`config.mk`:
```
export PLATFORM = sky130hd
export DESIGN_NAME = bcd_seq_adder
export DESIGN_NICKNAME = d
export VERILOG_FILES = /design/src/rtl/bcd_pkg.sv /design/src/rtl/bcd_adder.sv /design/src/rtl/bcd_seq_adder.sv
export SDC_FILE = /design/constraint.sdc
export NUM_CORES = 1
export LEC_CHECK = 0
export CAP_MARGIN = 40
export CELL_PAD_IN_SITES_DETAIL_PLACEMENT = 0
export CELL_PAD_IN_SITES_GLOBAL_PLACEMENT = 1
export CORE_ASPECT_RATIO = 0.75
export CORE_MARGIN = 2
export CORE_UTILIZATION = 36
export DETAILED_ROUTE_END_ITERATION = 16
export PLACE_DENSITY_LB_ADDON = 0.1
export RECOVER_POWER = 25
export SYNTH_ARGS = -nofsm -noshare
export SYNTH_HDL_FRONTEND = slang
export SYNTH_SLANG_ARGS = --single-unit
```
`constraint.sdc`:
```
create_clock -name clk -period 3.57 [get_ports clk]
set_clock_uncertainty 0.1 [all_clocks]
set_input_delay 0.714 -clock clk [delete_from_list [all_inputs] [get_ports clk]]
set_output_delay 0.714 -clock clk [all_outputs]
set_load 0.02 [all_outputs]
```
`src/rtl/bcd_pkg.sv`:
```
// Shared definitions for the BCD adder datapath and its digit-serial sequencer.
package bcd_pkg;

  typedef enum logic [1:0] {
    ST_IDLE = 2'd0,
    ST_ADD  = 2'd1,
    ST_DONE = 2'd2
  } state_t;

  localparam int unsigned BCD_DIGIT_W   = 4;
  localparam logic [3:0]  BCD_MAX_DIGIT = 4'd9;

endpackage

```
`src/rtl/bcd_adder.sv`:
```
// Combinational single-digit BCD adder: X + Y + c_in as a two-digit BCD result.
module bcd_adder
  import bcd_pkg::*;
(
  input  logic [3:0] X,
  input  logic [3:0] Y,
  input  logic       c_in,
  output logic       c_out,
  output logic [7:0] result,
  output logic       out_of_range
);

  logic [4:0] raw;
  logic [3:0] ones;

  always_comb begin
    raw          = {1'b0, X} + {1'b0, Y} + {4'b0, c_in};
    out_of_range = (X > BCD_MAX_DIGIT) || (Y > BCD_MAX_DIGIT);
    c_out        = (raw > {1'b0, BCD_MAX_DIGIT});
    // invalid digits can push raw past 19; the ones digit is then meaningless
    ones         = c_out ? 4'(raw - 5'd10) : raw[3:0];
    result       = {3'b000, c_out, ones};
  end

endmodule

```
`src/rtl/bcd_seq_adder.sv`:
```
// Digit-serial packed-BCD adder: one digit per clock through a single bcd_adder.
// Optional BCD_SEQ_EARLY_ABORT_EN: stop at the first out-of-range digit.
module bcd_seq_adder
  import bcd_pkg::*;
#(
  parameter int unsigned DIGITS = 4
) (
  input  logic                  clk,
  input  logic                  rst_n,
  input  logic                  start,
  input  logic [4*DIGITS-1:0]   a,
  input  logic [4*DIGITS-1:0]   b,
  output logic                  busy,
  output logic                  done,
  output logic [4*DIGITS-1:0]   sum,
  output logic                  carry_out,
  output logic                  error
);

  localparam int unsigned IDX_W = (DIGITS > 1) ? $clog2(DIGITS) : 1;
  localparam logic [IDX_W-1:0] LAST_IDX = IDX_W'(DIGITS - 1);

  state_t                state, state_nxt;
  logic [4*DIGITS-1:0]   a_reg, b_reg;
  logic                  carry_reg;
  logic [IDX_W-1:0]      idx;

  logic [3:0]            x_dig, y_dig;
  logic                  st_cout, st_oor;
  logic [7:0]            st_result;
  logic                  unused_tens;

  always_comb begin
    x_dig = a_reg[BCD_DIGIT_W*int'(idx) +: BCD_DIGIT_W];
    y_dig = b_reg[BCD_DIGIT_W*int'(idx) +: BCD_DIGIT_W];
  end

  bcd_adder u_stage (
    .X            (x_dig),
    .Y            (y_dig),
    .c_in         (carry_reg),
    .c_out        (st_cout),
    .result       (st_result),
    .out_of_range (st_oor)
  );

  // carry is taken from c_out; the tens digit is redundant
  assign unused_tens = ^st_result[7:4];

  always_comb begin
    state_nxt = state;
    case (state)
      ST_IDLE: if (start) state_nxt = ST_ADD;
      ST_ADD: begin
        if (idx == LAST_IDX) state_nxt = ST_DONE;
`ifdef BCD_SEQ_EARLY_ABORT_EN
        if (st_oor) state_nxt = ST_DONE;
`endif
      end
      ST_DONE: state_nxt = ST_IDLE;
      default: state_nxt = ST_IDLE;
    endcase
  end

  always_comb begin
    busy = (state == ST_ADD);
    done = (state == ST_DONE);
  end

  always_ff @(posedge clk or negedge rst_n) begin
    if (!rst_n) begin
      state     <= ST_IDLE;
      a_reg     <= '0;
      b_reg     <= '0;
      carry_reg <= 1'b0;
      idx       <= '0;
      sum       <= '0;
      carry_out <= 1'b0;
      error     <= 1'b0;
    end else begin
      state <= state_nxt;
      case (state)
        ST_IDLE: begin
          if (start) begin
            a_reg     <= a;
            b_reg     <= b;
            carry_reg <= 1'b0;
            idx       <= '0;
            sum       <= '0;
            carry_out <= 1'b0;
            error     <= 1'b0;
          end
        end
        ST_ADD: begin
          sum[BCD_DIGIT_W*int'(idx) +: BCD_DIGIT_W] <= st_result[3:0];
          carry_reg <= st_cout;
          error     <= error | st_oor;
          idx       <= idx + IDX_W'(1);
`ifdef BCD_SEQ_EARLY_ABORT_EN
          if ((idx == LAST_IDX) && !st_oor) carry_out <= st_cout;
`else
          if (idx == LAST_IDX) carry_out <= st_cout;
`endif
        end
        default: ;
      endcase
    end
  end

endmodule
```
**After elaboration in Yosys (flattened, before gate mapping)**

Cells that the tools add are included.

- Mux-type cells: 14
- $lt $le $gt $ge: 3
- Shift-type cells: 4
- Bitwise gates (word level): 1
- Reduce and logical (&&, ||, !) cells: 7
- Equality and inequality tests: 5
- Add/subtract/negate cells: 5

Operators by type and width:

| kind | count |
|---|---|
| negation 4 -> 34 bit | 1 |
| variable shift 4 x 34 -> 16 bit, first input constant | 1 |
| indexed part select 4 x 34 -> 16 bit | 1 |
| one-hot mux 16 bit (2 select lines) | 1 |
| indexed part select 16 x 5 -> 4 bit | 2 |
| bitwise mux 16 bit | 1 |
| 2-to-1 mux 16 bit | 1 |
| greater-than comparator 4 bit, second input constant | 2 |
| one-hot mux 2 bit (2 select lines) | 2 |
| 2-to-1 mux 2 bit | 3 |
| one-hot mux 1 bit (2 select lines) | 3 |
| AND reduction 2 bit | 3 |
| adder 4 x 4 -> 5 bit | 1 |
| adder 5 x 1 -> 5 bit | 1 |
| greater-than comparator 5 x 4 -> 1 bit, second input constant | 1 |
| equality test 2 bit, second input constant | 2 |
| 2-to-1 mux 4 bit | 1 |
| subtractor 4 bit, second input constant | 1 |
| AND reduction 3 bit | 1 |
| adder 2 x 1 -> 2 bit, second input constant | 1 |
| equality test 2 x 1 -> 1 bit, second input constant | 1 |
| zero test 2 bit | 1 |
| 2-to-1 mux 1 bit | 2 |
| != test 2 x 1 -> 1 bit, second input constant | 1 |
| 4 further kinds | 4 |

- Output and inout bits: 20
- Flip-flop bits (word level): 55

**Depth between registers and ports, before layout**

- Word-level depth: 8
- Gate-level depth with buffers: 12

**Modules after synthesis**

From an unflattened synthesis, not the netlist that was laid out.

- Cell total of the unflattened synthesis: 187
- Area, all modules: 2,647.5 um^2

Modules (own cells, without submodules):

| module | seq. area each (um^2) | instances | cells each | area each (um^2) |
|---|---|---|---|---|
| bcd_seq_adder | 1,376.3 | 1 | 157 | 2,388.5 |
| bcd_adder | 0.0 | 1 | 30 | 259.0 |

**Least setup slack after synthesis**

OpenSTA, ideal clock, no wires.

- Path type: register -> register
- Start point: register idx[0]
- End point: register sum[2]
- Setup time: 77 ps
- Cell stages (with the launch flop): 12
- Period minus slack after synthesis: 3,721 ps
- Data required time: 3,393 ps
- Path slack: -151 ps
- Data arrival time: 3,545 ps
- Path through: dfrtp_1 -> buf_2 -> mux4_2 -> fa_1 -> fa_1 -> xor2_1 -> inv_1 -> ha_1 -> nor2b_1 -> or3_1 -> o311a_1 -> o21ai_1

- Word-level cells in the longest chain between the ends: 8

Ends and longest elaborated chain:

| item | line | text |
|---|---|---|
| from (decl) | bcd_seq_adder.sv:26 | `logic [IDX_W-1:0] idx;` |
| from (signal assigned) | bcd_seq_adder.sv:98 | `idx <= idx + IDX_W'(1);` |
| indexed part select 16 x 5 -> 4 bit (on tied branches) | bcd_seq_adder.sv:34, bcd_seq_adder.sv:35 |  |
| adder 4 x 4 -> 5 bit | bcd_adder.sv:17 | `raw = {1'b0, X} + {1'b0, Y} + {4'b0, c_in};` |
| adder 5 x 1 -> 5 bit | bcd_adder.sv:17 |  |
| subtractor 4 bit or greater-than comparator 5 x 4 -> 1 bit (tied branches) | bcd_adder.sv:21, bcd_adder.sv:19 |  |
| 2-to-1 mux 4 bit | bcd_adder.sv:21 | `ones = c_out ? 4'(raw - 5'd10) : raw[3:0];` |
| indexed part select 4 x 34 -> 16 bit | bcd_seq_adder.sv:95 | `sum[BCD_DIGIT_W*int'(idx) +: BCD_DIGIT_W] <= st_result[3:0];` |
| bitwise mux 16 bit * | bcd_seq_adder.sv:95 |  |
| one-hot mux 16 bit (2 select lines) * | bcd_seq_adder.sv:82 | `case (state)` |
| to (signal, indexed assignment) | bcd_seq_adder.sv:95 |  |
| to (decl) | bcd_seq_adder.sv:15 | `output logic [4*DIGITS-1:0] sum,` |

Mark *: on every way between the ends. The rest lies on a longest branch, timed or not.
A chain may end at the register's enable or synchronous reset.

**Worst setup path in the final report**

- Start point: register idx[0]
- End point: register sum[14]

The elaborated chain is that of the path after synthesis.

==> summary.txt <==
Highest attainable clock frequency: 294 MHz
Core box area: 6900 sq um
Clock slew seen by the registers of the worst setup and hold paths: 0.11 ns
Final layout net count: 316
Die Area: 7930 sq um
Multiplexer area fraction after synthesis: 0.212
Portion of the clock cycle consumed by the worst path in the final layout: 0.951
Number of top-level pins: 55
Number of DRC violations after detailed routing: 0
Nets in the synthesized netlist: 250
Slowest stage cell, crit path: sky130_fd_sc_hd__mux4_2
Max-slew headroom: -0.284
First-pass GRT wire length: 10000 um
Remaining antenna violation count: 0
Worst setup slack for register-to-register paths: 0.17 ns
Sequential cell area fraction in the yosys report: 0.529
Routed length on met1: 3120 um
Run status: finished with violations
Arithmetic-cell share of the synthesized area counting full adders, half adders and majority gates: 0.0539
Hold Violations, Final: 0
Most common library cells after synthesis: 55 x sky130_fd_sc_hd__dfrtp_1, 32 x sky130_fd_sc_hd__mux2_2, 24 x sky130_fd_sc_hd__nand2_1, 15 x sky130_fd_sc_hd__o21ai_0
Number of antenna violations at the first check in global routing: 0
Worst setup EP type: register
Dominant combinational cell family by area after synthesis: multiplexers
Starting Density: 0.377
Proportion of netlist area held by the largest area contributor: 0.529
Maximum fanout count along the critical path: 4
Xor/xnor cell area share of the yosys netlist: 0.00337
Width of the chip: 102 um
Worst min-delay path class: primary input to asynchronous set/reset pin
Largest buffer count on any clock path: 2
Depth of the worst register-to-register path: 9
Global-route total usage across every layer: 0.164
Count of hold-fix buffers inserted at cts: 0
Critical setup path kind: register to register
WL/cell: 16.0 um
Routed wire length on met2: 2470 um
Number of vias after detailed routing: 1,842
Compound-cell area share of the yosys netlist: 0.0996
Ys Warns: 0
Count of flip-flops with a built-in enable after synthesis: 0
Root Buffer: sky130_fd_sc_hd__clkbuf_8
Clock latency on the worst-skew pair: 0.31 ns
Final number of max-transition violations: 37
Worst setup SP type: register
Yosys reg bits: 55
Post-detailed-routing wire length: 5920 um
Via count of the first global-routing pass: 1,917
Routability congestion estimate from global placement: 0.718
Routed vias/inst: 4.98
Critical register-to-register path endpoint: sum[14]$_DFFE_PN0P_
Synth Flop Type: sky130_fd_sc_hd__dfrtp_1
Slew at the pin closest to its max-slew limit: 1.93 ns
Post-synthesis cell area: 2600 sq um
Launching point of the worst reg2reg path: idx[0]$_DFFE_PN0P_
Slowest stage delay, CP: 0.55 ns
Setup Viol. Count Final: 0
Cells after Synth: 205
Cell taking the most area after synthesis: sky130_fd_sc_hd__dfrtp_1
Vert. Die Dim: 77.6 um
Final antenna diode count: 0
Total global routing overflow: 0
Area fraction in and, or, nand and nor cells after synthesis: 0.0803
Uppermost layer routed: met4
Fraction of layout instances using a drive strength above 1: 0.239
Area Overhead vs Synth: 31.8%
First-pass iteration count of the detailed router: 4
Cell occurring most often along the worst timing path: sky130_fd_sc_hd__fa_2
Top post-synthesis cells by area: sky130_fd_sc_hd__dfrtp_1 53%, sky130_fd_sc_hd__mux2_2 14%, sky130_fd_sc_hd__mux4_2 6.9%, sky130_fd_sc_hd__ha_1 3.8%, sky130_fd_sc_hd__nand2_1 3.5%
FFs w/ async S/R, synth: 1.00
Row count: 26
Pin count of the biggest net entering global routing: 37
Total number of H-tree levels: 2
Crit path required time: 3.71 ns
CTS buffer count: 5
Total instance count after detailed placement: 361
Initial drt markers: 82
Count of input and output buffers: 54
Arrival time of the worst setup path: 3.53 ns
Failing checks: max-capacitance violations, max-slew violations
Library cells used by synthesis: 34
Clock tree from TritonCTS: built
Total clock sinks: 55
Synthesized area per cell: 12.7 sq um
Met3 WL post-DR: 282 um
Top-count cell post-synth: sky130_fd_sc_hd__dfrtp_1
Max-cap violations: 1
CP cell instances: mux4_2 -> fa_2 -> fa_2 -> inv_1 -> ha_1 -> nor2b_1 -> or3_1 -> o311a_4 -> o21ai_1
Number of fillers in the final layout: 643
Final cell count without fillers: 370
Detailed placement HPWL: 4350 um
Shortest clock period the worst path allows after layout: 3.40 ns
[layout make-up]
type	instances	area, sq um	area share
flip-flops and latches	55	1380	0.402
multi-input cells	136	1190	0.348
inverters	7	26.3	0.00766
repair buffers	66	621	0.181
well taps	98	123	0.0358
clock buffers	6	72.6	0.0212
clock inverters	2	16.3	0.00474
[cell usage in the layout (no fill, tap or decap), types with 4 or more instances in the layout]
cell type,n
sky130_fd_sc_hd__a21o_1,5
sky130_fd_sc_hd__buf_4,11
sky130_fd_sc_hd__clkbuf_8,5
sky130_fd_sc_hd__clkdlybuf4s50_1,53
sky130_fd_sc_hd__dfrtp_1,54
sky130_fd_sc_hd__ha_1,8
sky130_fd_sc_hd__inv_1,7
sky130_fd_sc_hd__mux2_2,32
sky130_fd_sc_hd__mux4_2,8
sky130_fd_sc_hd__nand2_1,24
sky130_fd_sc_hd__nand3_1,4
sky130_fd_sc_hd__o21ai_0,15
sky130_fd_sc_hd__o21ai_1,4
[timing repair]
action / 4_1_cts / 5_1_grt
hold endpoints to repair: 0 / 0
resized for setup: 0 / 3
endpoints found under the setup margin: 0 / 10
setup buffers: 0 / 1
[worst max-delay path, delay by kind of cell (launching register included)]
kind | cells | cell delay [ns]
buffers and inverters | 1 | 0.06
muxes | 1 | 0.55
adders and majority gates | 3 | 1.13
AOI/OAI and AO/OA | 2 | 0.53
DFF | 1 | 0.43
and+or+nand+nor | 2 | 0.53
[worst max path at each step]
| stage | from | endpoint | slack [ns] |
|---|---|---|---|
| floorplan | idx[0]$_DFFE_PN0P_ | sum[2]$_DFFE_PN0P_ | 0.003 |
| global placement | idx[0]$_DFFE_PN0P_ | sum[14]$_DFFE_PN0P_ | 0.13 |
| detailed placement | idx[0]$_DFFE_PN0P_ | sum[6]$_DFFE_PN0P_ | 0.06 |
| CTS | idx[0]$_DFFE_PN0P_ | sum[14]$_DFFE_PN0P_ | 0.02 |
| global route | idx[0]$_DFFE_PN0P_ | sum[2]$_DFFE_PN0P_ | -0.02 |
| finish | idx[0]$_DFFE_PN0P_ | sum[14]$_DFFE_PN0P_ | 0.17 |
[routing by layer]
layer / vias up / global-route usage
met5: - / 0
met4: 0 / 0.0320
met3: 5 / 0.0387
met2: 39 / 0.226
met1: 926 / 0.262
li1: 872 / -
[logic make-up after synthesis]
logic type / after synthesis
DFF: 55
and+or+nand+nor: 44
muxes: 41
AOI/OAI and AO/OA: 40
buffers and inverters: 14
adders and majority gates: 10
xor gates and xnor gates: 1
[metrics by stage]
stage	setup slack [ns]	TNS (ns)	hold WS [ns]	instance area [sq um]	util
after detailed placement	0.0581	0	0.376	3330	0.483
after global routing	-0.0191	-0.0296	0.105	3430	0.497
after floorplan	0.00301	0	0.318	2610	-
after CTS	0.0175	0	0.0925	3420	0.496
after global placement	0.126	0	0.367	3310	0.481
final	0.174	0	0.101	3430	0.497
Power is left out: the tool's default activity adds up to more than one toggle a clock period on the data nets, which glitch-free logic cannot reach.
